## config.mk

```make
export PLATFORM = sky130hd
export DESIGN_NAME = exe_muldiv_flat
export DESIGN_NICKNAME = d
export VERILOG_FILES = /design/src/rtl/exe_muldiv_if.sv /design/src/rtl/exe_muldiv.sv /design/src/flat_wrapper.sv
export SDC_FILE = /design/constraint.sdc
export NUM_CORES = 1
export LEC_CHECK = 0
export ABC_AREA = 1
export CORE_MARGIN = 2
export CORE_UTILIZATION = 25
export DETAILED_ROUTE_END_ITERATION = 10
export PLACE_DENSITY = 0.48
export SYNTH_ARGS = -nofsm -noshare
export SYNTH_HDL_FRONTEND = slang
export SYNTH_SLANG_ARGS = --single-unit
```

## constraint.sdc

```tcl
create_clock -name clock -period 7.9 [get_ports clock]
set_clock_uncertainty 0.05 [all_clocks]
set_input_delay 1.58 -clock clock [delete_from_list [all_inputs] [get_ports clock]]
set_output_delay 1.58 -clock clock [all_outputs]
set_load 0.02 [all_outputs]
```

## src/rtl/exe_muldiv_if.sv

```systemverilog
// ID/EXE-side bundle for the iterative mul/div unit: operands and control in, HI/LO and status out.
// master = pipeline/hazard side, slave = exe_muldiv.
interface exe_muldiv_if;
  logic [31:0] EXE_q1;
  logic [31:0] EXE_q2;
  logic        EXE_md_start;
  logic [1:0]  EXE_md_op;
  logic        EXE_bubble;
  logic        EXE_hi_we;
  logic        EXE_lo_we;
  logic [31:0] hi;
  logic [31:0] lo;
  logic        busy;
  logic        done;

  modport master (
    output EXE_q1, EXE_q2, EXE_md_start, EXE_md_op, EXE_bubble, EXE_hi_we, EXE_lo_we,
    input  hi, lo, busy, done
  );

  modport slave (
    input  EXE_q1, EXE_q2, EXE_md_start, EXE_md_op, EXE_bubble, EXE_hi_we, EXE_lo_we,
    output hi, lo, busy, done
  );
endinterface

```

## src/rtl/exe_muldiv.sv

```systemverilog
// Iterative mult/multu/div/divu owning HI/LO; result 33 clocks after accept, done pulses with new HI/LO.
// No input handshake: busy (registered state != IDLE) stalls the pipeline, and inputs outside IDLE are ignored.
module exe_muldiv (
  input  logic         clock,
  input  logic         reset,
  exe_muldiv_if.slave  bus
);

  typedef enum logic [1:0] {IDLE, RUN, FIX} state_t;

  state_t      state_q, state_d;
  logic [5:0]  cnt_q, cnt_d;
  logic        div_q, div_d;
  logic [31:0] opnd_q, opnd_d;   // multiplicand for mul, divisor for div
  logic [63:0] acc_q, acc_d;     // product for mul; low half is dividend/quotient for div
  logic [31:0] rem_q, rem_d;
  logic        neg_q, neg_d;
  logic        rneg_q, rneg_d;
  logic        dz_q, dz_d;
  logic [31:0] hi_q, hi_d;
  logic [31:0] lo_q, lo_d;
  logic        done_q, done_d;

  logic        in_signed;
  logic        accept;
  logic [31:0] a_abs, b_abs;
  logic [32:0] mul_sum;
  logic [32:0] div_shift;
  logic        div_ge;
  logic [63:0] prod_fix;
  logic [31:0] quo_fix, rem_fix;

  assign in_signed = ~bus.EXE_md_op[0];
  assign accept    = (state_q == IDLE) && bus.EXE_md_start && !bus.EXE_bubble;
  assign a_abs     = (in_signed && bus.EXE_q1[31]) ? (~bus.EXE_q1 + 32'd1) : bus.EXE_q1;
  assign b_abs     = (in_signed && bus.EXE_q2[31]) ? (~bus.EXE_q2 + 32'd1) : bus.EXE_q2;

  assign mul_sum   = {1'b0, acc_q[63:32]} + (acc_q[0] ? {1'b0, opnd_q} : 33'd0);
  assign div_shift = {rem_q, acc_q[31]};
  assign div_ge    = (div_shift >= {1'b0, opnd_q});

  assign prod_fix  = neg_q ? (~acc_q + 64'd1) : acc_q;
  // A zero divisor leaves an all-ones quotient that must not be sign-corrected;
  // the remainder restores to |A|, so re-applying A's sign yields the original operand.
  assign quo_fix   = (neg_q && !dz_q) ? (~acc_q[31:0] + 32'd1) : acc_q[31:0];
  assign rem_fix   = rneg_q ? (~rem_q + 32'd1) : rem_q;

  always_comb begin
    state_d = state_q;
    cnt_d   = cnt_q;
    div_d   = div_q;
    opnd_d  = opnd_q;
    acc_d   = acc_q;
    rem_d   = rem_q;
    neg_d   = neg_q;
    rneg_d  = rneg_q;
    dz_d    = dz_q;
    hi_d    = hi_q;
    lo_d    = lo_q;
    done_d  = 1'b0;
    unique case (state_q)
      IDLE: begin
        if (accept) begin
          div_d   = bus.EXE_md_op[1];
          opnd_d  = bus.EXE_md_op[1] ? b_abs : a_abs;
          acc_d   = {32'd0, bus.EXE_md_op[1] ? a_abs : b_abs};
          rem_d   = 32'd0;
          neg_d   = in_signed & (bus.EXE_q1[31] ^ bus.EXE_q2[31]);
          rneg_d  = in_signed & bus.EXE_q1[31];
          dz_d    = bus.EXE_md_op[1] & (bus.EXE_q2 == 32'd0);
          cnt_d   = 6'd0;
          state_d = RUN;
        end else if (!bus.EXE_bubble) begin
          if (bus.EXE_hi_we) hi_d = bus.EXE_q1;
          if (bus.EXE_lo_we) lo_d = bus.EXE_q1;
        end
      end
      RUN: begin
        cnt_d = cnt_q + 6'd1;
        if (div_q) begin
          acc_d = {acc_q[63:32], acc_q[30:0], div_ge};
          rem_d = div_ge ? 32'(div_shift - {1'b0, opnd_q}) : div_shift[31:0];
        end else begin
          acc_d = {mul_sum, acc_q[31:1]};
        end
        if (cnt_q == 6'd31) state_d = FIX;
      end
      FIX: begin
        if (div_q) begin
          hi_d = rem_fix;
          lo_d = quo_fix;
        end else begin
          hi_d = prod_fix[63:32];
          lo_d = prod_fix[31:0];
        end
        done_d  = 1'b1;
        state_d = IDLE;
      end
      default: state_d = IDLE;
    endcase
  end

  always_ff @(posedge clock or posedge reset) begin
    if (reset) begin
      state_q <= IDLE;
      cnt_q   <= 6'd0;
      div_q   <= 1'b0;
      opnd_q  <= 32'd0;
      acc_q   <= 64'd0;
      rem_q   <= 32'd0;
      neg_q   <= 1'b0;
      rneg_q  <= 1'b0;
      dz_q    <= 1'b0;
      hi_q    <= 32'd0;
      lo_q    <= 32'd0;
      done_q  <= 1'b0;
    end else begin
      state_q <= state_d;
      cnt_q   <= cnt_d;
      div_q   <= div_d;
      opnd_q  <= opnd_d;
      acc_q   <= acc_d;
      rem_q   <= rem_d;
      neg_q   <= neg_d;
      rneg_q  <= rneg_d;
      dz_q    <= dz_d;
      hi_q    <= hi_d;
      lo_q    <= lo_d;
      done_q  <= done_d;
    end
  end

  assign bus.hi   = hi_q;
  assign bus.lo   = lo_q;
  assign bus.busy = (state_q != IDLE);
  assign bus.done = done_q;

endmodule
```

## src/flat_wrapper.sv

```systemverilog
// flat-port wrapper written by rule: the top's interface ports become plain ports
module exe_muldiv_flat 
  (clock, reset, bus_EXE_q1, bus_EXE_q2, bus_EXE_md_start, bus_EXE_md_op, bus_EXE_bubble, bus_EXE_hi_we, bus_EXE_lo_we, bus_hi, bus_lo, bus_busy, bus_done);
  exe_muldiv_if bus_i ();
  input  logic clock;
  input  logic reset;
  input wire logic [$bits(bus_i.EXE_q1)-1:0] bus_EXE_q1;
  input wire logic [$bits(bus_i.EXE_q2)-1:0] bus_EXE_q2;
  input wire logic [$bits(bus_i.EXE_md_start)-1:0] bus_EXE_md_start;
  input wire logic [$bits(bus_i.EXE_md_op)-1:0] bus_EXE_md_op;
  input wire logic [$bits(bus_i.EXE_bubble)-1:0] bus_EXE_bubble;
  input wire logic [$bits(bus_i.EXE_hi_we)-1:0] bus_EXE_hi_we;
  input wire logic [$bits(bus_i.EXE_lo_we)-1:0] bus_EXE_lo_we;
  output wire logic [$bits(bus_i.hi)-1:0] bus_hi;
  output wire logic [$bits(bus_i.lo)-1:0] bus_lo;
  output wire logic [$bits(bus_i.busy)-1:0] bus_busy;
  output wire logic [$bits(bus_i.done)-1:0] bus_done;
  assign bus_i.EXE_q1 = bus_EXE_q1;
  assign bus_i.EXE_q2 = bus_EXE_q2;
  assign bus_i.EXE_md_start = bus_EXE_md_start;
  assign bus_i.EXE_md_op = bus_EXE_md_op;
  assign bus_i.EXE_bubble = bus_EXE_bubble;
  assign bus_i.EXE_hi_we = bus_EXE_hi_we;
  assign bus_i.EXE_lo_we = bus_EXE_lo_we;
  assign bus_hi = bus_i.hi;
  assign bus_lo = bus_i.lo;
  assign bus_busy = bus_i.busy;
  assign bus_done = bus_i.done;
  exe_muldiv u_core (.clock(clock), .reset(reset), .bus(bus_i));
endmodule
```

==> results of run 1 <==
[final timing paths]
check	end	slack (ns)	from
worst max-delay path	u_core.acc_q[30]	3.88	bus_EXE_bubble
worst min-delay path	u_core.state_q[1]	0.38	u_core.cnt_q[5]
worst max register to register	u_core.rem_q[19]	4.34	u_core.acc_q[31]
worst min register to register	u_core.state_q[1]	0.38	u_core.cnt_q[5]
max in group asynchronous	u_core.rem_q[9]	5.19	reset
min in group asynchronous	u_core.bus.done	1.41	reset
[per-layer routing]
| layer | global-route usage [%] | vias up |
|---|---|---|
| met4 | 7.47 | 2 |
| met1 | 33.1 | 10400 |
| met3 | 2.88 | 140 |
| li1 | - | 10500 |
| met2 | 35.8 | 785 |
| met5 | 0 | - |
[sequential cells by signal, summed over array words and instances, names as in the netlist]
name / count
u_core.rem_q: 32
u_core.bus.hi: 32
u_core.opnd_q: 32
u_core.state_q: 2
u_core.bus.lo: 32
u_core.bus.done: 1
u_core.acc_q: 64
u_core.dz_q: 1
u_core.neg_q: 1
u_core.cnt_q: 6
u_core.div_q: 1
u_core.rneg_q: 1
[placed cells by master, fill, tap and decap left out, types with 27 or more instances in the layout]
master and count:
nor2_1 439, xor2_1 37, ha_1 69, inv_1 381
dfrtp_1 205, a21oi_1 181, nand3_1 294, o21ai_0 198
o211ai_1 35, clkdlybuf4s50_1 137, a31oi_1 27, o221ai_1 35
nor3_1 27, clkbuf_16 28, nand4_1 35, nand2_1 894
[stage by stage]
step | instance area (sq um) | setup slack [ns]
6_report | 22400 | 3.88
5_1_grt | 22400 | 3.69
4_1_cts | 22400 | 3.98
3_5_place_dp | 21300 | 3.34
3_3_place_gp | 21300 | 3.38
2_1_floorplan | 19000 | 0.674
[kinds of logic (layout without fill, tap and decap cells)]
| logic type | count (synthesis) | after routing | synth area share, % |
|---|---|---|---|
| flops | 205 | 205 | 27.0 |
| simple gates | 1746 | 1746 | 38.1 |
| fa+ha+maj | 71 | 71 | 4.76 |
| xor+xnor | 54 | 54 | 2.49 |
| buf+inv | 496 | 605 | 10.1 |
| compound gates | 576 | 576 | 17.6 |
[final cells by class]
| cell class | instances | area [sq um] |
|---|---|---|
| Inverter | 396 | 1490 |
| Sequential cell | 205 | 5130 |
| Multi-Input combinational cell | 2447 | 12000 |
| Clock buffer | 33 | 759 |
| Timing Repair Buffer | 158 | 1540 |
| Tap cell | 978 | 1220 |
| Fill cell | 8643 | 53100 |
| Clock inverter | 18 | 333 |
[power by group through the flow]
stage / Combinational, uW / Sequential [uW] / Clock (uW)
after floorplan: 4230 / 2090 / 0
after global placement: 6600 / 2220 / 0
after detailed placement: 6580 / 2220 / 0
after CTS: 6610 / 2210 / 1570
after global routing: 7390 / 2270 / 1600
final: 6690 / 2230 / 1550
==> summary.txt, run 1 <==
GRT
  – GR Overflow Total: 0
  – Initial antenna violation count: 1
  – Largest net degree at the start of global routing: 124
  – Gr usage total: 23.1%
  – First-pass GRT wire length: 136 mm
  – Vias in the first global route: 20,600

Outcome
  – Status: completed

Critical path
  – Worst setup path class: in -> reg
  – CP cell instances: clkdlybuf4s50_1 > nor3_4 > buf_4 > nor2_2 > inv_2 > o221ai_1 > inv_1 > a22oi_1
  – Critical path required time: 8.38 ns
  – Crit start category: input port
  – CP Max Fanout: 46
  – Peak per-stage delay on the critical path: 0.94 ns
  – Stages on worst setup path: 8
  – Delay-heaviest family, CP: buffers and inverters
  – Crit end category: flop
  – Critical Path AT: 4.50 ns
  – Depth of the most critical reg-to-reg path: 17
  – Slowest CP cell: nor2_2
  – Buffers & Inverters on Critical Path: 4

Finish
  – Antenna cells: 0
  – Finished Layout Cells: 4,235
  – Layout cell share with drive strength beyond 1: 3.78%
  – Post-layout util: 29.7%
  – Final net count: 3,379
  – Area Growth Syn to Fin: 18.1%

Power
  – Sequential power share: 21.3%
  – Pwr Density: 467 nW/um^2
  – Max VDD drop: 0.232 mV
  – Leakage dissipation: 0.0106 uW
  – Power Internal: 4590 uW
  – Switching power: 5880 uW
  – Clock share of power: 14.8%
  – Gate power share: 63.9%
  – Sw Ratio: 56.2%
  – Overall power: 10,500 uW

Timing
  – Slew @ Worst Pin: 1.19 ns
  – Final setup vio count: 0
  – Period utilisation layout: 50.9%
  – Minimum clock period: 4.02 ns
  – Fin Hold WS: 0.377 ns
  – Max-slew violations: 0
  – Setup TNS Final: 0 ns
  – RSZ-0062 raised after global routing: no
  – Fmax: 0.249 GHz
  – Final hold violation count: 0
  – Relative slew slack: 20.4%

Route
  – WL met3: 5.96 mm
  – Length of routed met2 wiring: 40.0 mm
  – Via count: 21,800
  – ANT nets after route: 0
  – Routed wire length: 92.0 mm
  – DRT iter0 DRCs: 2,172
  – Top Metal Used: met5
  – Pre-antenna DRT Iters: 6
  – Vias per cell: 5.14
  – Routed length on met1: 42.7 mm
  – DR WL/cell: 21.7 microns
  – Residual DRC: 0

Clock network
  – Post-CTS setup buffer count: 0
  – Number of buffers created by CTS: 28
  – # resized after CTS: 0
  – CTS Root Cell: clkbuf_16
  – Sink Count: 205
  – CTS H-tree depth: 1
  – CTS clk-pin slew, worst paths: 0.07 ns
  – Hold buffer count at CTS: 0
  – CTS tree: built
  – Deepest clock path buffer count: 3
  – Skew-Pair Late Insertion Delay: 0.63 ns

Synthesis
  – Top_reg_cell synth: dfrtp_1
  – Post-synth ARST share: 100%
  – Share of the synthesized area in the top cell type: 27.0%
  – Sequential fraction of the synthesis area: 27.0%
  – Post-synth EDFFs: 0
  – Syn. warnings: 0
  – Most common library cells after synthesis: nand2_1 (894), nor2_1 (441), inv_1 (383), nand3_1 (294), dfrtp_1 (205)
  – Mapped Cells: 3,148
  – Cell variety after synth: 49
  – Most common cell in the synthesized netlist: nand2_1
  – Mean Syn Cell Area: 6.03 sq um
  – FF+latch count, synth: 205
  – Syn nets: 3,291
  – Netlist Area Pre-Place: 19,000 sq um
  – Top post-synthesis cells by area: dfrtp_1 (27%), nand2_1 (18%), nor2_1 (8.7%), nand3_1 (7.7%), inv_1 (7.6%)
  – Largest area contributor in the netlist: dfrtp_1

Floorplan
  – IO Count: 138
  – Starting Density: 25.1%
  – Chip width: 280 microns
  – Placeable Area: 75,600 sq um
  – Row count: 101
  – Die height: 280 microns
  – Die area: 78,200 sq um

Place
  – Gpl congestion: 0.983
  – Detailed placement HPWL: 74.2 mm
  – Placed insts: 4,184
  – Number of port buffers: 137

Worst hold path
  – Tightest Hold Check Type: reg -> reg
  – Hold depth: 1

Run
  – Maximum capacitance violations: 0
No activity file was read; power rests on OpenSTA's default activity.
==> inputs of run 2 (changes only) <==
--- a/config.mk
+++ b/config.mk
@@ -9,7 +9,7 @@
 export CORE_MARGIN = 2
 export CORE_UTILIZATION = 25
 export DETAILED_ROUTE_END_ITERATION = 10
-export PLACE_DENSITY = 0.48
+export PLACE_DENSITY = 0.49
 export SYNTH_ARGS = -nofsm -noshare
 export SYNTH_HDL_FRONTEND = slang
 export SYNTH_SLANG_ARGS = --single-unit
==> constraint.sdc (replaced) <==
create_clock -name clock -period 3.6 [get_ports clock]
set_clock_uncertainty 0.05 [all_clocks]
set_input_delay 0.72 -clock clock [delete_from_list [all_inputs] [get_ports clock]]
set_output_delay 0.72 -clock clock [all_outputs]
set_load 0.02 [all_outputs]
==> run 2 against run 1 <==
Net effect:
- combinational power increased by 130%
- core utilization increased by 0.21 points
- clock power increased by 81%
- non-clock buffer count increased by 45
- global-route usage about the same
- wire length increased by 0.97%
- critical path depth increased by 5
- cell count increased by 0.94%
- first-iteration DRC count increased by 14%
- clock-buffer cell count increased by 1
- largest power group unchanged
==> summary.txt, run 2 (same netlist as run 1, synthesis figures left out) <==
Floorplan
  – IO Count: 138 (unchanged)
  – Starting Density: 25.1% (unchanged)
  – Row count: 101 (unchanged)
  – Die height: 280 microns (unchanged)
  – Die area: 78,200 sq um (unchanged)
  – Chip width: 280 microns (unchanged)
  – Placeable Area: 75,600 sq um (unchanged)

Power
  – Leakage dissipation: 0.0108 uW (+1.2%)
  – Max VDD drop: 0.508 mV (+120%)
  – Pwr Density: 1010 nW/um^2 (+120%)

Critical path
  – Crit end category: flop
  – Delay-heaviest family, CP: simple AND/OR/NAND/NOR gates
  – CP Max Fanout: 18 (-61%)
  – Buffers & Inverters on Critical Path: 4 (unchanged)
  – Peak per-stage delay on the critical path: 0.53 ns (-0.41 ns)
  – Critical Path AT: 3.55 ns (-0.95 ns)
  – CP cell instances: buf_4 > inv_2 > ha_1 > inv_1 > nor2_1 > inv_1 > nor2_2 > nand3b_1 > nand3_1 > nand2_1 > o21ai_0 > nand2_1 > a21oi_1
  – Crit start category: flop
  – Worst setup path class: reg -> reg
  – Slowest CP cell: dfrtp_1
  – Critical path required time: 4.06 ns (-4.32 ns)

Route
  – Pre-antenna DRT Iters: 6 (unchanged)
  – Routed wire length: 92.9 mm (+0.97%)
  – Via count: 21,900 (+0.77%)
  – Vias per cell: 5.13 (-0.18%)
  – DR WL/cell: 21.7 microns (about the same)
  – Residual DRC: 0 (unchanged)
  – DRT iter0 DRCs: 2,472 (+14%)
  – ANT nets after route: 0 (unchanged)

Place
  – Gpl congestion: 0.976 (-0.71%)
  – Number of port buffers: 137 (unchanged)
  – Detailed placement HPWL: 76.4 mm (+2.9%)
  – DP Area: 21,700 sq um (+1.8%)

GRT
  – Largest net degree at the start of global routing: 49 (-60%)
  – First-pass GRT wire length: 135 mm (-0.51%)
  – Initial antenna violation count: 1 (unchanged)
  – Gr usage total: 23.1% (+0.044 points)
  – Vias in the first global route: 20,400 (-1.1%)
  – GR Overflow Total: 0 (unchanged)

Clock network
  – Number of buffers created by CTS: 27 (-3.6%)
  – Skew-Pair Late Insertion Delay: 0.59 ns (-0.04 ns)
  – Sink Count: 205 (unchanged)
  – CTS clk-pin slew, worst paths: 0.06 ns (about the same)
  – Deepest clock path buffer count: 3 (unchanged)
  – Hold buffer count at CTS: 0 (unchanged)
  – Post-CTS setup buffer count: 0 (unchanged)
  – # resized after CTS: 0 (unchanged)
  – CTS H-tree depth: 1 (unchanged)
  – CTS Root Cell: clkbuf_16
  – CTS tree: built

Timing
  – Period utilisation layout: 85.9%
  – Minimum clock period: 3.09 ns
  – Slew @ Worst Pin: 1.06 ns (-0.138 ns)
  – RSZ-0062 raised after global routing: no
  – Final setup vio count: 0 (unchanged)
  – Fmax: 0.323 GHz
  – Max-slew violations: 0 (unchanged)
  – Setup TNS Final: 0 ns (unchanged)
  – Relative slew slack: 29.7% (+9.3 points)
  – Final hold violation count: 0 (unchanged)

Outcome
  – Status: completed

Finish
  – Commonest non-fill, non-tap cell in the layout: nand2_1
  – Register with the most flip-flops: u_core.acc_q
  – Area Growth Syn to Fin: 18.9%
  – Layout cell share with drive strength beyond 1: 4.91% (+1.1 points)
  – Antenna cells: 0 (unchanged)
  – Design area: 22,600 sq um (+0.70%)
  – Max reg flops: 64 (unchanged)
  – Most frequent cells in the layout: nand2_1 (894), nor2_1 (439), inv_1 (381)
  – Final net count: 3,423 (+1.3%)

Run
  – Maximum capacitance violations: 0 (unchanged)

Worst hold path
  – Tightest Hold Check Type: reg -> reg
[run 2: cell types whose count changed in the layout (fill, tap and decap cells not counted), sizes merged]
cell | before | now
buf | 21 | 66
bufinv | 8 | 1
clkbuf | 33 | 34
clkinv | 11 | 10
clkinvlp | 1 | 2
inv | 394 | 395
[run 2: area by class of cell]
class	count	area, sq um
Tap cell	978	1220
Fill cell	8532	53000
Clock inverter	12	114
Inverter	396	1490
Multi-Input combinational cell	2447	12000
Clock buffer	34	752
Sequential cell	205	5130
Timing Repair Buffer	203	1930
[run 2: final timing paths]
| path | depth (start not counted) | slack (ns) | end | from |
|---|---|---|---|---|
| worst max-delay path | 13 | 0.51 | u_core.bus.hi[2] | u_core.acc_q[0] |
| worst min-delay path | 1 | 0.39 | u_core.state_q[1] | u_core.cnt_q[5] |
| worst max register to register | 13 | 0.51 | u_core.bus.hi[2] | u_core.acc_q[0] |
| worst min register to register | 1 | 0.39 | u_core.state_q[1] | u_core.cnt_q[5] |
| max in group asynchronous | 3 | 2.01 | u_core.bus.lo[26] | reset |
| min in group asynchronous | 2 | 0.67 | u_core.bus.hi[27] | reset |
[run 2: through the flow]
stage / power (uW) / worst slack [ns] / instances / util (%) / hold WS [ns]
2_1_floorplan: 13900 / 0.172 / 3148 / - / 0.362
3_3_place_gp: 19800 / 0.102 / 4229 / 28.8 / 0.376
3_5_place_dp: 19700 / 0.118 / 4229 / 28.8 / 0.386
4_1_cts: 22500 / 0.583 / 4275 / 29.9 / 0.395
5_1_grt: 24400 / 0.296 / 4275 / 29.9 / 0.402
6_report: 22800 / 0.508 / 4275 / 29.9 / 0.387
[run 2: worst reg2reg max path, delay by kind of cell, from the launching register on]
family	cells	cell delay [ns]
flip-flops	1	0.53
adder cells (fa/ha/maj)	1	0.21
buffers and inverters	4	0.62
AO/OA/AOI/OAI	2	0.61
AND/OR/NAND/NOR	6	0.99
[run 2: metal layers]
layer / track usage (%) / part of all wire (%) / vias up
met2: 36.1 / 44 / 884
li1: - / - / 10600
met3: 2.29 / 6.6 / 127
met1: 33.5 / 46 / 10400
met4: 7.12 / 3.5 / 2
met5: 0 / 0.011 / -
[run 2: power by group]
part	switching, uW	internal, uW	total (uW)
Clock	1250	1550	2800
Combinational	10200	4840	15100
Sequential	1510	3380	4880
